File: src/rtl/ammod_pulse_sched.sv
// Time-triggered pulse scheduler feeding the ammod modulator.
// Queues pulse commands and fires each one when tcnt reaches its start time.
module ammod_pulse_sched #(
   parameter int DEPTH = 4,
   parameter int AW    = 12,
   parameter int LW    = 12
) (
   input  logic          clk,
   input  logic          reset,
   input  logic [26:0]   tcnt,
   input  logic          cmd_valid,
   output logic          cmd_ready,
   input  logic [31:0]   cmd_freq,
   input  logic [16:0]   cmd_pini,
   input  logic [15:0]   cmd_ampx,
   input  logic [26:0]   cmd_tstart,
   input  logic [AW-1:0] cmd_envaddr,
   input  logic [LW-1:0] cmd_len,
   output logic          gate,
   output logic [31:0]   freq32,
   output logic [16:0]   pini,
   output logic [15:0]   ampx,
   output logic [AW-1:0] env_addr,
   output logic          env_rd,
   output logic          busy,
   output logic          done,
   output logic          late
);

   localparam int PW = $clog2(DEPTH);
   localparam logic [PW:0]   P_ONE = 1;
   localparam logic [AW-1:0] A_ONE = 1;
   localparam logic [LW-1:0] L_ONE = 1;

   typedef struct packed {
      logic [31:0]   freq;
      logic [16:0]   pini;
      logic [15:0]   ampx;
      logic [26:0]   tstart;
      logic [AW-1:0] envaddr;
      logic [LW-1:0] len;
   } cmd_t;

   typedef enum logic [1:0] {
      S_IDLE,
      S_WAIT,
      S_PLAY
   } state_t;

   cmd_t          mem_q [DEPTH];
   cmd_t          mem_d [DEPTH];
   logic [PW:0]   wr_ptr_q, wr_ptr_d;
   logic [PW:0]   rd_ptr_q, rd_ptr_d;
   state_t        state_q, state_d;
   logic          gate_q, gate_d;
   logic          done_q, done_d;
   logic          late_q, late_d;
   logic [31:0]   freq_q, freq_d;
   logic [16:0]   pini_q, pini_d;
   logic [15:0]   ampx_q, ampx_d;
   logic [AW-1:0] addr_q, addr_d;
   logic [LW-1:0] cnt_q, cnt_d;

   logic          full;
   logic          empty;
   logic          push;
   logic          pop;
   cmd_t          head;
   cmd_t          cmd_in;
   logic [26:0]   diff;
   logic          due;

   assign empty  = (wr_ptr_q == rd_ptr_q);
   assign full   = (wr_ptr_q[PW] != rd_ptr_q[PW]) &&
                   (wr_ptr_q[PW-1:0] == rd_ptr_q[PW-1:0]);
   assign push   = cmd_valid && !full;
   assign cmd_in = '{freq: cmd_freq, pini: cmd_pini,
                     ampx: cmd_ampx, tstart: cmd_tstart,
                     envaddr: cmd_envaddr, len: cmd_len};
   assign head   = mem_q[rd_ptr_q[PW-1:0]];

   // Modular distance; bit 26 clear means tstart is now or in the past.
   assign diff   = tcnt - head.tstart;
   assign due    = ~diff[26];

   always_comb begin
      mem_d    = mem_q;
      wr_ptr_d = wr_ptr_q;
      rd_ptr_d = rd_ptr_q;
      state_d  = state_q;
      gate_d   = gate_q;
      done_d   = 1'b0;
      late_d   = 1'b0;
      freq_d   = freq_q;
      pini_d   = pini_q;
      ampx_d   = ampx_q;
      addr_d   = addr_q;
      cnt_d    = cnt_q;
      pop      = 1'b0;

      unique case (state_q)
         S_IDLE: begin
            if (!empty) begin
               state_d = S_WAIT;
            end
         end
         S_WAIT: begin
            if (due) begin
               pop    = 1'b1;
               freq_d = head.freq;
               pini_d = head.pini;
               ampx_d = head.ampx;
               addr_d = head.envaddr;
               cnt_d  = head.len;
               if (head.len == '0) begin
                  done_d  = 1'b1;
                  state_d = S_IDLE;
               end else begin
                  gate_d  = 1'b1;
                  late_d  = (diff != '0);
                  state_d = S_PLAY;
               end
            end
         end
         S_PLAY: begin
            addr_d = addr_q + A_ONE;
            cnt_d  = cnt_q - L_ONE;
            if (cnt_q == L_ONE) begin
               gate_d  = 1'b0;
               done_d  = 1'b1;
               state_d = S_IDLE;
            end
         end
         default: begin
            state_d = S_IDLE;
         end
      endcase

      if (push) begin
         mem_d[wr_ptr_q[PW-1:0]] = cmd_in;
         wr_ptr_d = wr_ptr_q + P_ONE;
      end
      if (pop) begin
         rd_ptr_d = rd_ptr_q + P_ONE;
      end
   end

   always_ff @(posedge clk) begin
      if (reset) begin
         wr_ptr_q <= '0;
         rd_ptr_q <= '0;
         state_q  <= S_IDLE;
         gate_q   <= 1'b0;
         done_q   <= 1'b0;
         late_q   <= 1'b0;
         freq_q   <= '0;
         pini_q   <= '0;
         ampx_q   <= '0;
         addr_q   <= '0;
         cnt_q    <= '0;
      end else begin
         wr_ptr_q <= wr_ptr_d;
         rd_ptr_q <= rd_ptr_d;
         state_q  <= state_d;
         gate_q   <= gate_d;
         done_q   <= done_d;
         late_q   <= late_d;
         freq_q   <= freq_d;
         pini_q   <= pini_d;
         ampx_q   <= ampx_d;
         addr_q   <= addr_d;
         cnt_q    <= cnt_d;
      end
   end

   // Payload storage needs no reset; the pointers define validity.
   always_ff @(posedge clk) begin
      mem_q <= mem_d;
   end

   assign cmd_ready = !full;
   assign gate      = gate_q;
   assign env_rd    = gate_q;
   assign freq32    = freq_q;
   assign pini      = pini_q;
   assign ampx      = ampx_q;
   assign env_addr  = addr_q;
   assign busy      = (state_q != S_IDLE) || !empty;
   assign done      = done_q;
   assign late      = late_q;

endmodule

File: config.mk
export PLATFORM = sky130hd
export DESIGN_NAME = ammod_pulse_sched
export DESIGN_NICKNAME = d
export VERILOG_FILES = /design/src/rtl/ammod_pulse_sched.sv
export SDC_FILE = /design/constraint.sdc
export NUM_CORES = 1
export LEC_CHECK = 0
export CAP_MARGIN = 15
export CORE_UTILIZATION = 45
export CTS_CLUSTER_DIAMETER = 150
export DETAILED_ROUTE_END_ITERATION = 12
export GPL_TIMING_DRIVEN = 0
export MAX_ROUTING_LAYER = met4
export PLACE_DENSITY = 0.71
export SLEW_MARGIN = 25
export SYNTH_ARGS = -nofsm -noshare
export SYNTH_HDL_FRONTEND = slang
export SYNTH_SLANG_ARGS = --single-unit
File: constraint.sdc
create_clock -name clk -period 13.2 [get_ports clk]
set_input_delay 1.98 -clock clk [delete_from_list [all_inputs] [get_ports clk]]
set_output_delay 1.98 -clock clk [all_outputs]
set_load 0.005 [all_outputs]
==> out/qor.yml <==
status: "finished clean"
track_usage_pct: 21.8
critPathKind: "flop to flop"
htreeDepth: 2
maxCapViolCount: 0
netlist_top_cells_count: "edfxtp_1, nand2_1, a21oi_1, mux4_2, dfxtp_1"
cts-root-buf: "clkbuf_16"
r2r_end: "rd_ptr_q[1]$_SDFFE_PP0P_"
reg2reg_from: "rd_ptr_q[1]$_SDFFE_PP0P_"
dominantRegCellSynth: "edfxtp_1"
viasPerCell: 5.49
post_cts_resized: 0
die_area_um2: 51500
synth_warnings: 0
clockBufferDepth: 3
grt_max_degree: 41
clkTransAtPathRegs_ps: 60
slew_viol_final: 0
seqPwrFrac_pct: 43.7
overflow: 0
yosysMostFrequentCell: "edfxtp_1"
cts_tree: "done"
r2r_slack_ps: 6470
internal_power_mw: 3.50
irDropWorstVdd_mv: 0.116
power_density_nw_per_um2: 176
synth_seq_cells: 564
dp_hpwl_um: 36000
cts_num_sinks: 564
syn_area_um2: 22800
drt-initial-drc-count: 809
rows: 82
holdWs_ps: 455
setup_viol: 0
vias: 13500
cts_buffers: 56
core_area_um2: 50000
syn-num-nets: 1627
finalSetupTns_ps: 0
synthTopCellsByArea: "edfxtp_1, mux4_2, dfxtp_1, nand2_1, a21oi_1"
cts_setup_buffers: 0
start_kind: "flop"
required_ps: 13740
synth_seq_area_share_pct: 70.0
start_util_pct: 45.5
rsz0062_at_grt: "false"
period_minus_slack_ps: 6730
synth-edff-count: 464
finalNetCount: 1925
arrival_ps: 7270
synth_top_area_share_pct: 61.2
ys_async_sr_fraction_pct: 0
p_comb_share_pct: 25.6
synth_cell_type_count: 69
power_frac_clock_pct: 30.8
wl_um: 53500
drc: 0
drive_above_1_share_pct: 14.1
multiInputGateArea_um2: 6330
hold_buffers: 0
die_h_um: 227
final-hold-violation-count: 0
regArea_um2: 15900
hold_class: "flop to flop"
fill_cells: 3968
io_buffers: 228
fin_skew_ps: 20.7
clk_latency_ps: 610
syn_inst: 1443
post-route-period-util_pct: 51.0
power.switching_mw: 1.43
timing.critical_path.to: "rd_ptr_q[1]$_SDFFE_PP0P_"
postSynthAreaPerCell_um2: 15.8
p_sw_share_pct: 28.9
die_w_um: 227
gp_congestion: 0.903
worst_pin_slew_ps: 1040
wl_per_cell_um: 21.7
grt_first_pass_wirelength_um: 81100
first_pass_iters: 6
grt_pass1_vias: 13900
synth_top_cell_by_area: "edfxtp_1"
leakagePower_nw: 9.16
fmax_ghz: 0.149
boundaryPins: 229
critPathMaxFanout: 10
cp-startpoint: "rd_ptr_q[1]$_SDFFE_PP0P_"
antenna_found_initial: 6
ff2ff_path_depth: 19
postRouteAntennaNets: 0
area_growth_pct: 22.8
slew_headroom_pct: 29.0
end_kind: "flop"
[power groups by stage]
stage / Clock (mW) / Sequential, mW / Combinational, mW
floorplan: 0 / 2.18 / 0.807
CTS: 1.55 / 2.15 / 1.28
detailed placement: 0 / 2.19 / 1.27
global placement: 0 / 2.20 / 1.24
global route: 1.62 / 2.16 / 1.39
finish: 1.52 / 2.15 / 1.26
[per-layer routing]
layer,share of wire (%),track usage [%]
met1,42,27.4
met2,49,35.4
met3,6.9,5.11
met4,2.1,6.45
met5,0,-
[cells in the final DEF (no fill, tap or decap), drive strengths merged, types with 5 or more instances in the layout]
cell type and instances:
diode 7, nand2b 7, clkinv 17, xor2 9
o31ai 5, a31oi 5, clkdlybuf4s50 228, mux4 116
nand4 11, dfxtp 100, a21oi 119, mux2i 6
a221oi 5, nor3 16, nand2 188, inv 52
ha 37, edfxtp 464, and3 15, nand3 15
buf 38, a21o 8, o211ai 9, o21a 7
clkbuf 125, and2 6, nor4 7, nor2 57
clkinvlp 7, o21ai 32, xnor2 6
[logic make-up after synthesis]
| family | synth area share [%] |
|---|---|
| muxes | 11.8 |
| DFF | 70.0 |
| and+or+nand+nor | 6.73 |
| AOI/OAI and AO/OA | 6.46 |
| buffers and inverters | 2.23 |
| xor gates and xnor gates | 0.577 |
| adders and majority gates | 2.12 |
[state kept, by name, summed over array words and instances, names as in the netlist]
| signal | count |
|---|---|
| wr_ptr_q | 3 |
| env_rd | 1 |
| ampx | 16 |
| freq32 | 32 |
| pini | 17 |
| mem_q | 464 |
| cnt_q | 12 |
| rd_ptr_q | 3 |
| state_q | 2 |
| done | 1 |
| late | 1 |
| env_addr | 12 |
[final cells by class]
| class | count | area share [%] |
|---|---|---|
| antenna | 7 | 0.0627 |
| buffer | 74 | 1.13 |
| clock buffer | 77 | 5.52 |
| clock inverter | 27 | 0.761 |
| inverter | 51 | 0.685 |
| multi-input combinational | 754 | 22.7 |
| sequential | 564 | 57.0 |
| tap | 672 | 3.01 |
| timing repair buffer | 240 | 9.14 |
[critical path, cell delays in order, from the launching register on]
cell and delay [ps]:
dfxtp_1 350, clkbuf_1 530, clkbuf_1 630, clkbuf_1 580, clkbuf_1 710, mux4_2 430, inv_1 70, ha_1 210
buf_2 170, a21oi_1 240, o21ai_0 160, a221oi_1 470, o21ai_0 160, nor2_2 270, xor2_1 160, nand2_1 460
buf_2 410, buf_2 340, nand2_1 100, a21oi_1 160
[worst min path at each step]
stage	depth (start not counted)	endpoint	start	slack [ps]
final	2	ampx[12]$_SDFFE_PP0P_	ampx[12]$_SDFFE_PP0P_	450
after global routing	2	freq32[22]$_SDFFE_PP0P_	freq32[22]$_SDFFE_PP0P_	470
after CTS	2	ampx[12]$_SDFFE_PP0P_	ampx[12]$_SDFFE_PP0P_	460
after detailed placement	2	ampx[12]$_SDFFE_PP0P_	ampx[12]$_SDFFE_PP0P_	450
after global placement	2	freq32[23]$_SDFFE_PP0P_	freq32[23]$_SDFFE_PP0P_	440
after floorplan	2	cnt_q[11]$_SDFFE_PP0P_	cnt_q[11]$_SDFFE_PP0P_	450
[stage by stage]
stage | setup WS [ps] | power [mW] | util [%] | instance area, um2 | std cells
detailed placement | 6340 | 3.46 | 52.4 | 26200 | 2355
global placement | 5060 | 3.44 | 51.8 | 25900 | 2343
finish | 6470 | 4.93 | 55.9 | 27900 | 2466
CTS | 6280 | 4.98 | 55.9 | 27900 | 2459
global route | 5870 | 5.17 | 55.9 | 27900 | 2465
floorplan | 7990 | 2.99 | - | 22800 | 1443
(Power assumes the default switching activity.)
